**src/rtl/bp_pkg.sv**
```systemverilog
// Shared definitions for the branch predictor.
//   OP_*        : RV32 major opcodes that the predictor distinguishes
//   bp_cnt_t    : 2-bit saturating direction counter states
//   btb_entry_t : one BTB entry. The tag field is sized for the smallest
//                 legal table (2 entries -> 30-1 bits would still fit in 30),
//                 and narrower tags are stored zero-extended.
package bp_pkg;

    localparam logic [6:0] OP_BRANCH = 7'b1100011;
    localparam logic [6:0] OP_JAL    = 7'b1101111;
    localparam logic [6:0] OP_JALR   = 7'b1100111;

    localparam int MAX_TAG_W = 30;

    typedef enum logic [1:0] {
        strong_nt = 2'b00,
        weak_nt   = 2'b01,
        weak_t    = 2'b10,
        strong_t  = 2'b11
    } bp_cnt_t;

    typedef struct packed {
        logic                 valid;
        logic                 is_jal;
        logic [MAX_TAG_W-1:0] tag;
        logic [31:0]          target;
        bp_cnt_t              cnt;
    } btb_entry_t;

endpackage

```
**src/rtl/sat_counter2.sv**
```systemverilog
// Combinational next state of a 2-bit saturating direction counter.
//   cnt      in  current counter state
//   inc      in  step towards strong_t (saturates)
//   dec      in  step towards strong_nt (saturates)
//   cnt_next out next counter state; inc and dec together hold the value
module sat_counter2
    import bp_pkg::*;
(
    input  bp_cnt_t cnt,
    input  logic    inc,
    input  logic    dec,
    output bp_cnt_t cnt_next
);

    always_comb begin
        cnt_next = cnt;
        if (inc && !dec) begin
            case (cnt)
                strong_nt: cnt_next = weak_nt;
                weak_nt:   cnt_next = weak_t;
                weak_t:    cnt_next = strong_t;
                default:   cnt_next = strong_t;
            endcase
        end else if (dec && !inc) begin
            case (cnt)
                strong_t:  cnt_next = weak_t;
                weak_t:    cnt_next = weak_nt;
                weak_nt:   cnt_next = strong_nt;
                default:   cnt_next = strong_nt;
            endcase
        end
    end

endmodule

```
**src/rtl/branch_predictor.sv**
```systemverilog
// Direct-mapped branch target buffer with 2-bit direction counters.
// Fetch side looks up F_PC combinationally every cycle; execute side trains
// the table from resolved Branch and JAL outcomes. Also counts lookup hits
// and mispredicts.
//   clk, rst_n           clock, asynchronous active-low reset
//   F_PC                 fetch PC to look up
//   F_prediction_made    F_PC hit a valid entry
//   F_predicted_taken    hit and (counter says taken or entry is a JAL)
//   F_btb_PCtarget       stored target on a hit, 0 on a miss
//   E_opcode, E_PC       opcode / PC of the execute-stage instruction
//   E_update_en          execute instruction valid and not squashed
//   E_branch_taken       resolved direction (ignored for JAL)
//   E_PCTarget           resolved target
//   E_mispredict         hazard-unit mispredict flag
//   clear_table          invalidate all entries at the next edge
//   stat_hits            lookup-hit count (wraps)
//   stat_mispredicts     mispredict count (wraps)
module branch_predictor
    import bp_pkg::*;
#(
    parameter int ENTRIES = 16,
    parameter int IDX_W   = $clog2(ENTRIES),
    parameter int TAG_W   = 30 - IDX_W,
    parameter int CNT_W   = 32
) (
    input  logic             clk,
    input  logic             rst_n,
    input  logic [31:0]      F_PC,
    output logic             F_prediction_made,
    output logic             F_predicted_taken,
    output logic [31:0]      F_btb_PCtarget,
    input  logic [6:0]       E_opcode,
    input  logic [31:0]      E_PC,
    input  logic             E_update_en,
    input  logic             E_branch_taken,
    input  logic [31:0]      E_PCTarget,
    input  logic             E_mispredict,
    input  logic             clear_table,
    output logic [CNT_W-1:0] stat_hits,
    output logic [CNT_W-1:0] stat_mispredicts
);

    localparam int PAD_W = MAX_TAG_W - TAG_W;

    btb_entry_t              table_reg [ENTRIES];
    btb_entry_t              f_entry;
    btb_entry_t              e_entry;
    btb_entry_t              wr_entry;
    logic [IDX_W-1:0]        f_idx;
    logic [IDX_W-1:0]        e_idx;
    logic [MAX_TAG_W-1:0]    f_tag;
    logic [MAX_TAG_W-1:0]    e_tag;
    logic                    f_hit;
    logic                    e_hit;
    logic                    is_branch;
    logic                    is_jal_op;
    logic                    wr_en;
    bp_cnt_t                 cnt_next;
    logic [CNT_W-1:0]        hits_reg;
    logic [CNT_W-1:0]        mispredicts_reg;
    logic                    unused_pc_bits;

    // Byte-offset bits never take part in indexing or tagging.
    assign unused_pc_bits = ^{F_PC[1:0], E_PC[1:0]};

    assign f_idx = F_PC[IDX_W+1:2];
    assign e_idx = E_PC[IDX_W+1:2];
    assign f_tag = {{PAD_W{1'b0}}, F_PC[31:IDX_W+2]};
    assign e_tag = {{PAD_W{1'b0}}, E_PC[31:IDX_W+2]};

    // Both ports read the registered table, so a same-cycle lookup of an
    // entry being trained sees the old contents.
    assign f_entry = table_reg[f_idx];
    assign e_entry = table_reg[e_idx];
    assign f_hit   = f_entry.valid && (f_entry.tag == f_tag);
    assign e_hit   = e_entry.valid && (e_entry.tag == e_tag);

    assign F_prediction_made = f_hit;
    assign F_predicted_taken = f_hit && (f_entry.is_jal ||
                               f_entry.cnt == weak_t || f_entry.cnt == strong_t);
    assign F_btb_PCtarget    = f_hit ? f_entry.target : 32'd0;

    assign is_branch = (E_opcode == OP_BRANCH);
    assign is_jal_op = (E_opcode == OP_JAL);

    sat_counter2 u_sat_counter2 (
        .cnt      (e_entry.cnt),
        .inc      (is_branch && E_branch_taken),
        .dec      (is_branch && !E_branch_taken),
        .cnt_next (cnt_next)
    );

    always_comb begin
        wr_en    = 1'b0;
        wr_entry = e_entry;
        if (E_update_en) begin
            if (is_jal_op) begin
                wr_en    = 1'b1;
                wr_entry = '{valid: 1'b1, is_jal: 1'b1, tag: e_tag,
                             target: E_PCTarget, cnt: strong_t};
            end else if (is_branch) begin
                if (e_hit) begin
                    wr_en        = 1'b1;
                    wr_entry.cnt = cnt_next;
                    // A taken branch that lands on a JAL entry turns it into a
                    // branch entry; a not-taken one leaves the JAL flag alone.
                    if (E_branch_taken) begin
                        wr_entry.target = E_PCTarget;
                        wr_entry.is_jal = 1'b0;
                    end
                end else if (E_branch_taken) begin
                    wr_en    = 1'b1;
                    wr_entry = '{valid: 1'b1, is_jal: 1'b0, tag: e_tag,
                                 target: E_PCTarget, cnt: weak_t};
                end
            end
        end
    end

    always_ff @(posedge clk or negedge rst_n) begin
        if (!rst_n) begin
            for (int i = 0; i < ENTRIES; i++) begin
                table_reg[i] <= '{valid: 1'b0, is_jal: 1'b0, tag: '0,
                                  target: '0, cnt: weak_nt};
            end
        end else if (clear_table) begin
            for (int i = 0; i < ENTRIES; i++) begin
                table_reg[i].valid <= 1'b0;
            end
        end else if (wr_en) begin
            table_reg[e_idx] <= wr_entry;
        end
    end

    always_ff @(posedge clk or negedge rst_n) begin
        if (!rst_n) begin
            hits_reg        <= '0;
            mispredicts_reg <= '0;
        end else begin
            if (f_hit) begin
                hits_reg <= hits_reg + 1'b1;
            end
            if (E_update_en && E_mispredict) begin
                mispredicts_reg <= mispredicts_reg + 1'b1;
            end
        end
    end

    assign stat_hits        = hits_reg;
    assign stat_mispredicts = mispredicts_reg;

endmodule

```
**config.mk**
```make
export PLATFORM = sky130hd
export DESIGN_NAME = branch_predictor
export DESIGN_NICKNAME = d
export VERILOG_FILES = /design/src/rtl/bp_pkg.sv /design/src/rtl/sat_counter2.sv /design/src/rtl/branch_predictor.sv
export SDC_FILE = /design/constraint.sdc
export NUM_CORES = 2
export LEC_CHECK = 0
export ABC_CLOCK_PERIOD_IN_PS = 8220
export BUFFER_PORTS_ARGS = -buffer_cell sky130_fd_sc_hd__clkbuf_2
export CAP_MARGIN = 10
export CORE_AREA = 2 2 399 401
export CTS_CLUSTER_SIZE = 30
export DETAILED_ROUTE_END_ITERATION = 6
export DIE_AREA = 0 0 401 403
export HOLD_SLACK_MARGIN = 0.03
export PLACE_DENSITY = 0.64
export SLEW_MARGIN = 20
export SYNTH_ARGS = -nofsm -noshare
export SYNTH_HDL_FRONTEND = slang
export SYNTH_SLANG_ARGS = --single-unit
```
**constraint.sdc**
```tcl
create_clock -name clk -period 8.22 [get_ports clk]
set_input_delay 1.644 -clock clk [delete_from_list [all_inputs] [get_ports clk]]
set_output_delay 1.644 -clock clk [all_outputs]
set_load 0.1 [all_outputs]
```
==> out/metrics.yaml <==
routing:
  dr.pass1.iters: 7
  wire_per_inst_microns: 28.2
  viasPerCell: 5.99
  ant_nets: 0
  vias: 37600
  drc: 0
  wirelength_microns: 178000
  drt_first_iter_violations: 3439
power:
  pwr_density_cell_mw_per_mm2: 177
  clkPwrFrac: 0.486
  switchingPower_mw: 3.08
  internal_power_mw: 9.34
  ir_worst_vdd_uv: 232
  pwr-share-seq: 0.447
  swShare: 0.248
  p_leak_nw: 33.3
  p_comb_frac: 0.067
die:
  rows: 146
  core_sq_mm: 0.157
  die_h_microns: 403
  initial_core_util: 0.398
  die_w_microns: 401
  ios: 207
  dieArea_sq_mm: 0.162
critical_path:
  start_kind: "input pin"
  reg2reg_slack_ns: 3.15
  cpMostUsedCell: "mux4_2"
  rr_worst_depth: 12
  startpoint: "F_PC[2]"
  crit_buf_inv: 3
  end_kind: "primary output"
  crit_fanout: 54
  timing.rr.start: "table_reg[694]"
  critPathKind: "input pin to primary output"
  critPathArrivalTime_ns: 5.77
  slowest_delay_ns: 0.58
  crit_chain: "buf_8 > mux4_2 > mux4_2 > xnor2_1 > nand4_1 > or3_1 > or3_4 > buf_4 > nor2b_1 > buf_12"
  crit_family: "simple AND/OR/NAND/NOR gates"
  timing.rr.end: "table_reg[1040]"
  cp.depth: 10
  cp_slowest_cell: "mux4_2"
  cp-endpoint: "F_btb_PCtarget[12]"
  worst_ep_required_time_ns: 6.58
synthesis:
  ys_ff_latch: 1120
  yosysWarnings: 0
  synthCells: 4042
  syn-num-nets: 4153
  yosys.area.top_type: "dfrtp_1"
  synth_edf_count: 0
  avgSynthCellArea_sq_um: 15.5
  synth_compound_area_frac: 0.0207
  synth_top_area_frac: 0.441
  yosysSeqAreaShare: 0.448
  synth_top_family_by_area: "multiplexers"
  synthXorXnorAreaFrac: 0.0166
  synth_cell_types: 79
  synth_area_sq_mm: 0.0626
  synthTopCellsByArea: "dfrtp_1 44%, mux4_2 20%, mux2_4 13%"
  yosys-mux-area-fraction: 0.431
  async_flop_share: 1.00
  synthAdderAreaFrac: 0.000559
  yosys_most_used_dff: "dfrtp_1"
  synth-simple-area-share: 0.0456
clock_network:
  cts_hold_buffers: 0
  cts_root_buf: "clkbuf_16"
  clock-sinks: 1120
  cts.clk_slew.worst_paths_ns: 0.05
  cts_resized: 0
  postCtsSetupRepairBufs: 0
  clock_latency_ns: 0.78
  cts_buffers: 130
  cts_tree: "done"
  clk_path_buf_depth: 3
  h-tree-depth: 4
job:
  maxCapViolations: 0
cells_and_area:
  syn2layout_area_growth_pct: 11.9
  drive_above_1_share: 0.506
  final_common_cell: "dfrtp_1"
  largest_register_ffs: 1056
  register_area_sq_mm: 0.0280
  fin_nets: 4223
  fin_area_sq_mm: 0.0701
  fill_cells: 13800
  final_cell_mix: "1104 x dfrtp_1, 548 x mux4_2, 530 x mux2_4"
  multi_input_area_sq_mm: 0.0323
  layout.cells.non_filler: 6287
timing:
  worst_pin_slew_ns: 1.12
  final-setup-viol-count: 0
  period_needed_ns: 7.41
  finalHoldViolCount: 0
  skew_ns: 0.0311
  hold_ws_ns: 0.472
  rsz0062_at_grt: "no"
  max_freq_mhz: 135
  slew-limit-headroom: 0.256
  fin_ws_ns: 0.809
  slew_violations: 0
  finalSetupTns_ns: 0
  period_share: 0.902
place:
  placed_cells: 6051
  dpl-instance-area_sq_mm: 0.0657
  gp_congestion: 0.840
  preCtsSetupSlack_ns: 0.799
  io_buffers: 202
  place_hpwl_microns: 103000
global_routing:
  grt_pass1_wl_microns: 266000
  grt.overflow.total: 0
  antenna_found_initial: 17
  grt_max_degree: 183
  grt_use_total: 0.219
  grt_pass1_vias: 39300
status:
  outcome: "finished, final reports clean"
worst_hold_path:
  worstHoldStart: "stat_hits[31]"
  hold_class: "flip-flop to flip-flop"
[final cells by class]
type	instances	share of cell area
multi-input combinational	2521	0.460
sequential	1120	0.400
clock buffer	180	0.0537
timing repair buffer	305	0.0377
tap	2072	0.0370
clock inverter	52	0.00930
inverter	34	0.00193
antenna	3	0.000107
[synthesized netlist by cell type (5+ instances only)]
cell / number
buf_6: 89
clkbuf_1: 125
nor2_1: 66
nand3_1: 41
mux2_4: 530
o22ai_1: 9
a211oi_1: 11
and2_1: 72
a22o_1: 13
o2bb2ai_1: 5
xor2_1: 32
o31ai_1: 7
a31oi_1: 17
dfrtp_1: 1104
buf_2: 104
buf_1: 33
nand2b_1: 7
xnor2_1: 87
mux2_2: 484
nand4_1: 18
inv_1: 30
nor3_1: 34
nand3_4: 10
nor2b_1: 44
dfstp_2: 16
o21ai_0: 22
nand2_1: 166
mux2i_1: 109
a21oi_1: 37
or3_1: 11
and3_1: 13
buf_4: 14
a22oi_1: 27
mux4_2: 548
nor4_1: 20
[metal layers]
metal,share of wire,GRT usage
met5,0.00071,0
met4,0.030,0.0702
met3,0.063,0.0459
met2,0.47,0.338
met1,0.44,0.310
[kinds of logic after synthesis]
family | Yosys count
AO/OA/AOI/OAI | 186
XOR/XNOR | 119
adder cells (fa/ha/maj) | 3
buffers and inverters | 401
flip-flops | 1120
multiplexers | 1680
AND/OR/NAND/NOR | 533
[power by group through the flow]
| stage | sequential, mW | clock, mW | combinational, mW |
|---|---|---|---|
| 6_report | 5.56 | 6.03 | 0.834 |
| 5_1_grt | 5.56 | 6.39 | 0.890 |
| 4_1_cts | 5.56 | 6.15 | 0.842 |
| 3_5_place_dp | 5.66 | 0 | 0.841 |
| 3_3_place_gp | 5.66 | 0 | 0.837 |
| 2_1_floorplan | 5.76 | 0 | 0.400 |
[worst min path at each step]
stage / to / depth (start not counted)
after floorplan: table_reg[1052] / 1
after detailed placement: stat_hits[31] / 1
after CTS: stat_hits[31] / 1
after global routing: stat_hits[31] / 1
final: stat_hits[31] / 1
after global placement: stat_hits[31] / 1
[per-stage QoR]
step	utilization	power (mW)
finish	0.445	12.4
detailed placement	0.417	6.50
floorplan	-	6.16
CTS	0.445	12.6
global route	0.445	12.8
global placement	0.417	6.49
No activity file was read; power rests on OpenSTA's default activity.
